==> config.mk <==
export PLATFORM = sky130hd
export DESIGN_NAME = div_issue_unit
export DESIGN_NICKNAME = d
export VERILOG_FILES = /design/src/rtl/mycpu_div_pkg.sv /design/src/rtl/div_issue_unit.sv
export SDC_FILE = /design/constraint.sdc
export NUM_CORES = 1
export LEC_CHECK = 0
export CAP_MARGIN = 10
export CELL_PAD_IN_SITES_DETAIL_PLACEMENT = 1
export CELL_PAD_IN_SITES_GLOBAL_PLACEMENT = 1
export CORE_MARGIN = 2
export CORE_UTILIZATION = 26
export DETAILED_ROUTE_END_ITERATION = 10
export PLACE_DENSITY_LB_ADDON = 0.1
export SYNTH_ARGS = -nofsm -noshare
export SYNTH_HDL_FRONTEND = slang
export SYNTH_SLANG_ARGS = --single-unit
==> constraint.sdc <==
create_clock -name clk -period 2.7 [get_ports clk]
set_input_delay 0.27 -clock clk [delete_from_list [all_inputs] [get_ports clk]]
set_output_delay 0.27 -clock clk [all_outputs]
set_load 0.01 [all_outputs]
==> src/rtl/mycpu_div_pkg.sv <==
// Shared types and helpers for the divide issue path.
// Operand width is fixed at 32 because the results land in the MIPS HI/LO pair.
package mycpu_div_pkg;

    localparam int DIV_W = 32;

    typedef enum logic [1:0] {
        IDLE,
        BUSY,
        DRAIN
    } div_state_t;

    // Two's-complement magnitude. 0x8000_0000 maps to itself, which the divider
    // reads correctly as an unsigned 2^31.
    function automatic logic [DIV_W-1:0] abs32(input logic [DIV_W-1:0] v,
                                               input logic             is_signed);
        return (is_signed && v[DIV_W-1]) ? (~v + 1'b1) : v;
    endfunction

endpackage

==> src/rtl/div_issue_unit.sv <==
// EX-stage initiator for the multi-cycle divider: registers magnitudes and sign
// fix-up flags, pulses div_begin, stalls EX until div_done, then writes HI/LO.
module div_issue_unit
    import mycpu_div_pkg::*;
#(
    parameter int DATA_W = DIV_W
) (
    input  logic              clk,
    input  logic              rst,
    input  logic              ex_div_valid,
    input  logic              ex_div_signed,
    input  logic [DATA_W-1:0] ex_rs_data,
    input  logic [DATA_W-1:0] ex_rt_data,
    input  logic              flush,
    output logic              div_begin,
    output logic              div_sign,
    output logic              div_dividend_sign,
    output logic [DATA_W-1:0] div_dividend,
    output logic [DATA_W-1:0] div_divisor,
    input  logic [DATA_W-1:0] div_quotient,
    input  logic [DATA_W-1:0] div_remainder,
    input  logic              div_done,
    output logic              div_stall,
    output logic              hilo_we,
    output logic [DATA_W-1:0] hi_wdata,
    output logic [DATA_W-1:0] lo_wdata
);

    div_state_t state_q, state_nxt;
    logic       issue;

    always_ff @(posedge clk) begin
        if (rst) begin
            state_q           <= IDLE;
            div_begin         <= 1'b0;
            div_sign          <= 1'b0;
            div_dividend_sign <= 1'b0;
            div_dividend      <= '0;
            div_divisor       <= '0;
        end else begin
            state_q   <= state_nxt;
            div_begin <= issue;
            // Operands stay frozen through BUSY/DRAIN; the divider samples them
            // over many cycles, not only at div_begin.
            if (issue) begin
                div_dividend      <= abs32(ex_rs_data, ex_div_signed);
                div_divisor       <= abs32(ex_rt_data, ex_div_signed);
                div_sign          <= ex_div_signed & (ex_rs_data[DATA_W-1] ^ ex_rt_data[DATA_W-1]);
                div_dividend_sign <= ex_div_signed & ex_rs_data[DATA_W-1];
            end
        end
    end

    always_comb begin
        state_nxt = state_q;
        issue     = 1'b0;
        div_stall = 1'b0;
        hilo_we   = 1'b0;
        case (state_q)
            IDLE: begin
                issue     = ex_div_valid & ~flush;
                div_stall = issue;
                if (issue) state_nxt = BUSY;
            end
            BUSY: begin
                div_stall = ~div_done;
                if (div_done) begin
                    hilo_we   = ~flush;
                    state_nxt = IDLE;
                end else if (flush) begin
                    // Divider cannot be aborted; wait out its result and drop it.
                    state_nxt = DRAIN;
                end
            end
            DRAIN: begin
                div_stall = ex_div_valid;
                if (div_done) state_nxt = IDLE;
            end
            default: state_nxt = IDLE;
        endcase
    end

    assign hi_wdata = hilo_we ? div_remainder : '0;
    assign lo_wdata = hilo_we ? div_quotient  : '0;

endmodule

### Word level (Yosys, flattened, before mapping)

Index checks and enable logic that the tools add are counted.

* bits in registers: 69
* input bits: 134
* output and inout port bits: 133
* word-level logic and storage cells: 38

* add/subtract/negate cells: 2
* equality and inequality tests: 5
* multiplexer cells: 13
* bitwise operators: 8
* reductions and logical operators: 4

Operators by type and width (number)
* 32-bit two-way mux: 4
* 32-bit by 1-bit adder with 32-bit output, second input constant: 2
* 32-bit NOT: 2
* 2-bit two-way mux: 4
* 2-bit case mux with 3 select lines: 1
* 2-bit != test, second input constant: 2
* 1-bit AND: 3
* 1-bit two-way mux: 3
* 3-bit != test, second input constant: 1
* 1-bit case mux with 3 select lines: 1
* 3-bit AND reduction: 1
* 2-bit by 1-bit == test with 1-bit output, second input constant: 1
* 2-bit == test, second input constant: 1
* 1-bit logical AND: 2
* 2-bit zero test: 1
* 1-bit NOT: 2
* 1-bit bitwise XOR: 1

### Logic depth before layout (Yosys ltp)

Gate-level depths: netlist of run 1.

* depth after elaboration: 4
* gate-level depth with buffers: 7
* depth with buffers taken out: 7

### Worst setup path after synthesis of run 1

OpenSTA, ideal clock, no wires.

* path kind: in2reg
* start: in ex_rs_data[10]
* end: reg div_dividend[14]
* library setup time: 86 ps
* arrival: 1898 ps
* data required time: 2614 ps
* path slack: 716 ps
* cell stages on the path: 6
* buffers on the path: 1
* cell sequence: or4_1 -> buf_2 -> or3_1 -> o31a_1 -> xnor2_1 -> a211oi_1

* cells in the longest elaborated chain, start to end: 3

RTL lines
* from (decl): RTL line div_issue_unit.sv:12 `input logic [DATA_W-1:0] ex_rs_data,`
* 32-bit NOT: RTL line mycpu_div_pkg.sv:17 `return (is_signed && v[DIV_W-1]) ? (~v + 1'b1) : v;`
* 32-bit by 1-bit adder with 32-bit output: RTL line mycpu_div_pkg.sv:17
* 32-bit two-way mux: RTL line mycpu_div_pkg.sv:17
* to (signal assigned): RTL line div_issue_unit.sv:46 `div_dividend <= abs32(ex_rs_data, ex_div_signed);`
* to (decl): RTL line div_issue_unit.sv:18 `output logic [DATA_W-1:0] div_dividend,`

No other way between the ends.
A chain may end at the register's enable or synchronous reset.

### Worst setup path after layout of run 1

* start: reg state_q[0]
* end: out hi_wdata[5]

* cells in the longest elaborated chain, start to end: 3

RTL lines
* from (decl): RTL line div_issue_unit.sv:29 `div_state_t state_q, state_nxt;`
* from (signal assigned): RTL line div_issue_unit.sv:41 `state_q <= state_nxt;`
* 2-bit by 1-bit == test with 1-bit output: RTL line div_issue_unit.sv:59 `case (state_q)`
* 1-bit two-way mux: RTL line div_issue_unit.sv:59
* 32-bit two-way mux: RTL line div_issue_unit.sv:83 `assign hi_wdata = hilo_we ? div_remainder : '0;`
* to (decl): RTL line div_issue_unit.sv:25 `output logic [DATA_W-1:0] hi_wdata,`

No other way between the ends.

==> results.yml, run 1 <==
synthesis:
  syn_area_um2: 4534
  synth-edff-count: 0
  async_flop_share_pct: 0
  synth_xor_area_share_pct: 6.567
  synthTopCellsByCount: "dfxtp_1 (69), and2_1 (66), nor2_1 (66)"
  synth_adder_area_share_pct: 0.5519
  synth_ff_type: "dfxtp_1"
  yosysSeqAreaShare_pct: 30.46
  ys_types: 53
  ys_warn_count: 0
  synth_compound_area_share_pct: 20.70
  synth_top_family_by_area: "simple AND/OR/NAND/NOR gates"
  syn_inst: 581
  ys_ff_latch: 69
  yosys-mux-area-fraction_pct: 1.573
  synth_most_common_cell: "dfxtp_1"
  synth_fp_nets: 717
  yosysTopAreaCell: "dfxtp_1"
  syn_area_per_cell_um2: 7.804
  synth_top_cell_area_share_pct: 30.46
  synth_area_leaders: "dfxtp_1 (30%), and2_1 (9.1%), a211oi_1 (5.5%)"
  synthSimpleGateAreaFrac_pct: 35.40
layout:
  drive_gt1_share_pct: 7.117
  final_area_um2: 7844
  seqCellArea_um2: 1381
  fill_cells: 2026
  syn_to_final_growth_pct: 72.99
  antenna_cells: 0
  layoutNonFillerInstCount: 1068
  multiInputGateArea_um2: 2952
  finalNetCount: 974
worst_setup_path:
  worstSetupPathType: "reg2out"
  cp_num_cells: 5
  crit_fanout: 65
  reg2reg_depth: 5
  required_ns: 2.43
  rr_endpoint: "div_dividend[18]$_SDFFE_PP0P_"
  worst_ep_arrival_time_ns: 2.13
  worst_setup_path_start_kind: "register"
  cp_num_buf_inv: 2
  cp-startpoint: "state_q[0]$_SDFFE_PP0P_"
  critPathCaptureType: "output pin"
  worstPathCellList: "nand2_1 -> nor3_2 -> buf_12 -> and2_1 -> clkdlybuf4s50_1"
  cp_slowest_cell: "clkdlybuf4s50_1"
  cp_slowest_stage_delay_ns: 0.56
  path_delay_family: "buffers and inverters"
  regToRegSetupSlack_ns: 0.75
  worstReg2RegStart: "state_q[1]$_SDFFE_PP0P_"
  critPathCapture: "hi_wdata[5]"
sta:
  drv_slew: 0
  post-route-period-util_pct: 88.91
  rsz0062_at_grt: "no"
  hold_violations: 0
  fin_crit_ns: 2.400
  finalClockSkew_ns: 0.009623
  fmax_mhz: 416.6
  finalSetupViolCount: 0
  tightest_slew_ns: 0.7744
  maxSlewHeadroom_pct: 48.37
  setup_tns_ns: 0
die:
  start_util_pct: 26.40
  die_h_um: 136.1
  std_cell_rows: 48
  die-area_um2: 18510
  io_pins: 267
  core_um2: 17180
  die_x_um: 136.1
global_routing:
  gr-total-overflow: 0
  grt_max_degree: 85
  antenna_found_initial: 0
  grt_usage_pct: 21.13
  grt_pass1_vias: 5640
  grt_pass1_wl_um: 30210
hold_path:
  hold_class: "reg2reg"
  hp-start: "div_sign$_SDFFE_PP0P_"
clocking:
  cts-root-buf: "clkbuf_16"
  clk_latency_ns: 0.34
  post_cts_buffers: 0
  post_cts_resized: 0
  numClockSinks: 69
  cts_made_buffers: 9
  htree_levels: 3
  clockBufferDepth: 2
  clk_pin_slew_ns: 0.06
  cts_hold_buffers: 0
  cts_tree: "done"
detailed_routing:
  totalWireLength_um: 19870
  wl_per_cell_um: 18.60
  drc: 0
  vias: 5404
  drt_iter0_markers: 230
  vias_per_cell: 5.060
  dr.pass1.iters: 5
  postRouteAntennaNets: 0
power:
  p_leak_nw: 2.758
  power.density_nw_per_um2: 402.1
  ir_drop_v: 0.0002440
flow_run:
  maxCapViolCount: 0
placed_design:
  place_inst: 1052
  post-dp-hpwl_um: 15420
  placed_cell_area_um2: 7531
  port_buffers: 266
  routabilityCongestion: 0.7974
outcome:
  status: "finished clean"
-- state kept, by name, summed over array words and instances (netlist names) --
register           count
div_dividend_sign      1
div_begin              1
div_dividend          32
div_divisor           32
div_sign               1
state_q                2
-- layout make-up --
cell class,count,area share [%]
Multi-Input combinational cell,459,37.63
Timing Repair Buffer,292,36.85
Sequential cell,69,17.61
Tap cell,225,3.589
Clock buffer,13,3.446
Clock inverter,3,0.5424
Inverter,7,0.3350
-- kinds of logic after synthesis --
| logic type | Yosys count |
|---|---|
| XOR/XNOR | 34 |
| AO/OA/AOI/OAI | 140 |
| multiplexers | 7 |
| AND/OR/NAND/NOR | 276 |
| adder cells (fa/ha/maj) | 2 |
| buffers and inverters | 53 |
| flip-flops | 69 |
-- worst min-delay path by stage --
stage	end	slack, ns	depth (start not counted)
floorplan	state_q[1]$_SDFFE_PP0P_	0.35	1
global placement	div_sign$_SDFFE_PP0P_	0.44	2
detailed placement	div_sign$_SDFFE_PP0P_	0.45	2
CTS	div_sign$_SDFFE_PP0P_	0.46	2
global route	div_dividend[0]$_SDFFE_PP0P_	0.49	2
finish	div_sign$_SDFFE_PP0P_	0.46	2
-- report_power, final --
part	total, mW	switching (mW)	internal [mW]
Sequential	1.12	0.0377	1.08
Clock	1.25	0.456	0.790
Combinational	0.786	0.355	0.431
-- through the flow --
step / setup slack [ns] / hold slack, ns / util (%) / power, mW
final: 0.2995 / 0.4552 / 45.67 / 3.154
after global placement: 0.1136 / 0.4393 / 43.84 / 1.919
after global routing: 0.1983 / 0.4907 / 45.67 / 3.312
after CTS: 0.2601 / 0.4577 / 45.67 / 3.207
after floorplan: 0.7164 / 0.3466 / - / 1.439
after detailed placement: 0.09294 / 0.4494 / 43.84 / 1.938
-- layer usage --
metal	vias up	part of all wire, %	track usage (%)
met5	-	0	0
met4	0	0.84	5.845
met3	9	7.7	6.339
met2	168	51	37.69
met1	2586	40	24.38
li1	2641	-	-
-- placed cells by master (no fill, tap or decap), types with 2 or more instances in the layout --
cell             instances
nor4_2                   3
a311oi_1                 6
nand4_1                  7
a311o_1                  4
a41oi_1                  4
xor2_1                  19
a21oi_1                 32
nand2b_1                 4
o31ai_1                  9
o22ai_1                 11
nor3b_1                  3
ha_1                     2
and3_1                  13
dfxtp_1                 69
xnor2_1                 15
or4_1                   14
nand3_1                 11
a31oi_1                 14
nand2_1                 33
nor4_1                  14
nor3_2                   2
or3_1                    7
inv_1                    6
a211o_1                  2
buf_4                   23
buf_12                   3
clkbuf_8                 3
nor2_1                  66
mux2i_1                  6
clkdlybuf4s50_1        265
nor3_1                  17
o21ai_0                 16
a211oi_1                33
nand3b_1                 2
clkbuf_16                9
nor4_4                   5
a2111oi_0                2
and2_1                  66
o41ai_1                  3
-- worst register-to-register path, cell delays in order, from the launching register on --
cell and delay [ns]:
dfxtp_1 0.39, nor4b_4 0.45, buf_12 0.35, nand2_1 0.21, or3_1 0.34, a31oi_1 0.13
No activity file was read; power rests on OpenSTA's default activity.
==> run 2: changes to the inputs <==
--- a/config.mk
+++ b/config.mk
@@ -10,6 +10,7 @@
 export CELL_PAD_IN_SITES_GLOBAL_PLACEMENT = 1
 export CORE_MARGIN = 2
 export CORE_UTILIZATION = 26
+export CTS_CLUSTER_SIZE = 10
 export DETAILED_ROUTE_END_ITERATION = 10
 export PLACE_DENSITY_LB_ADDON = 0.1
 export SYNTH_ARGS = -nofsm -noshare
==> results of run 2 <==
The final DEF is identical to that of run 1; final timing and power are the same.
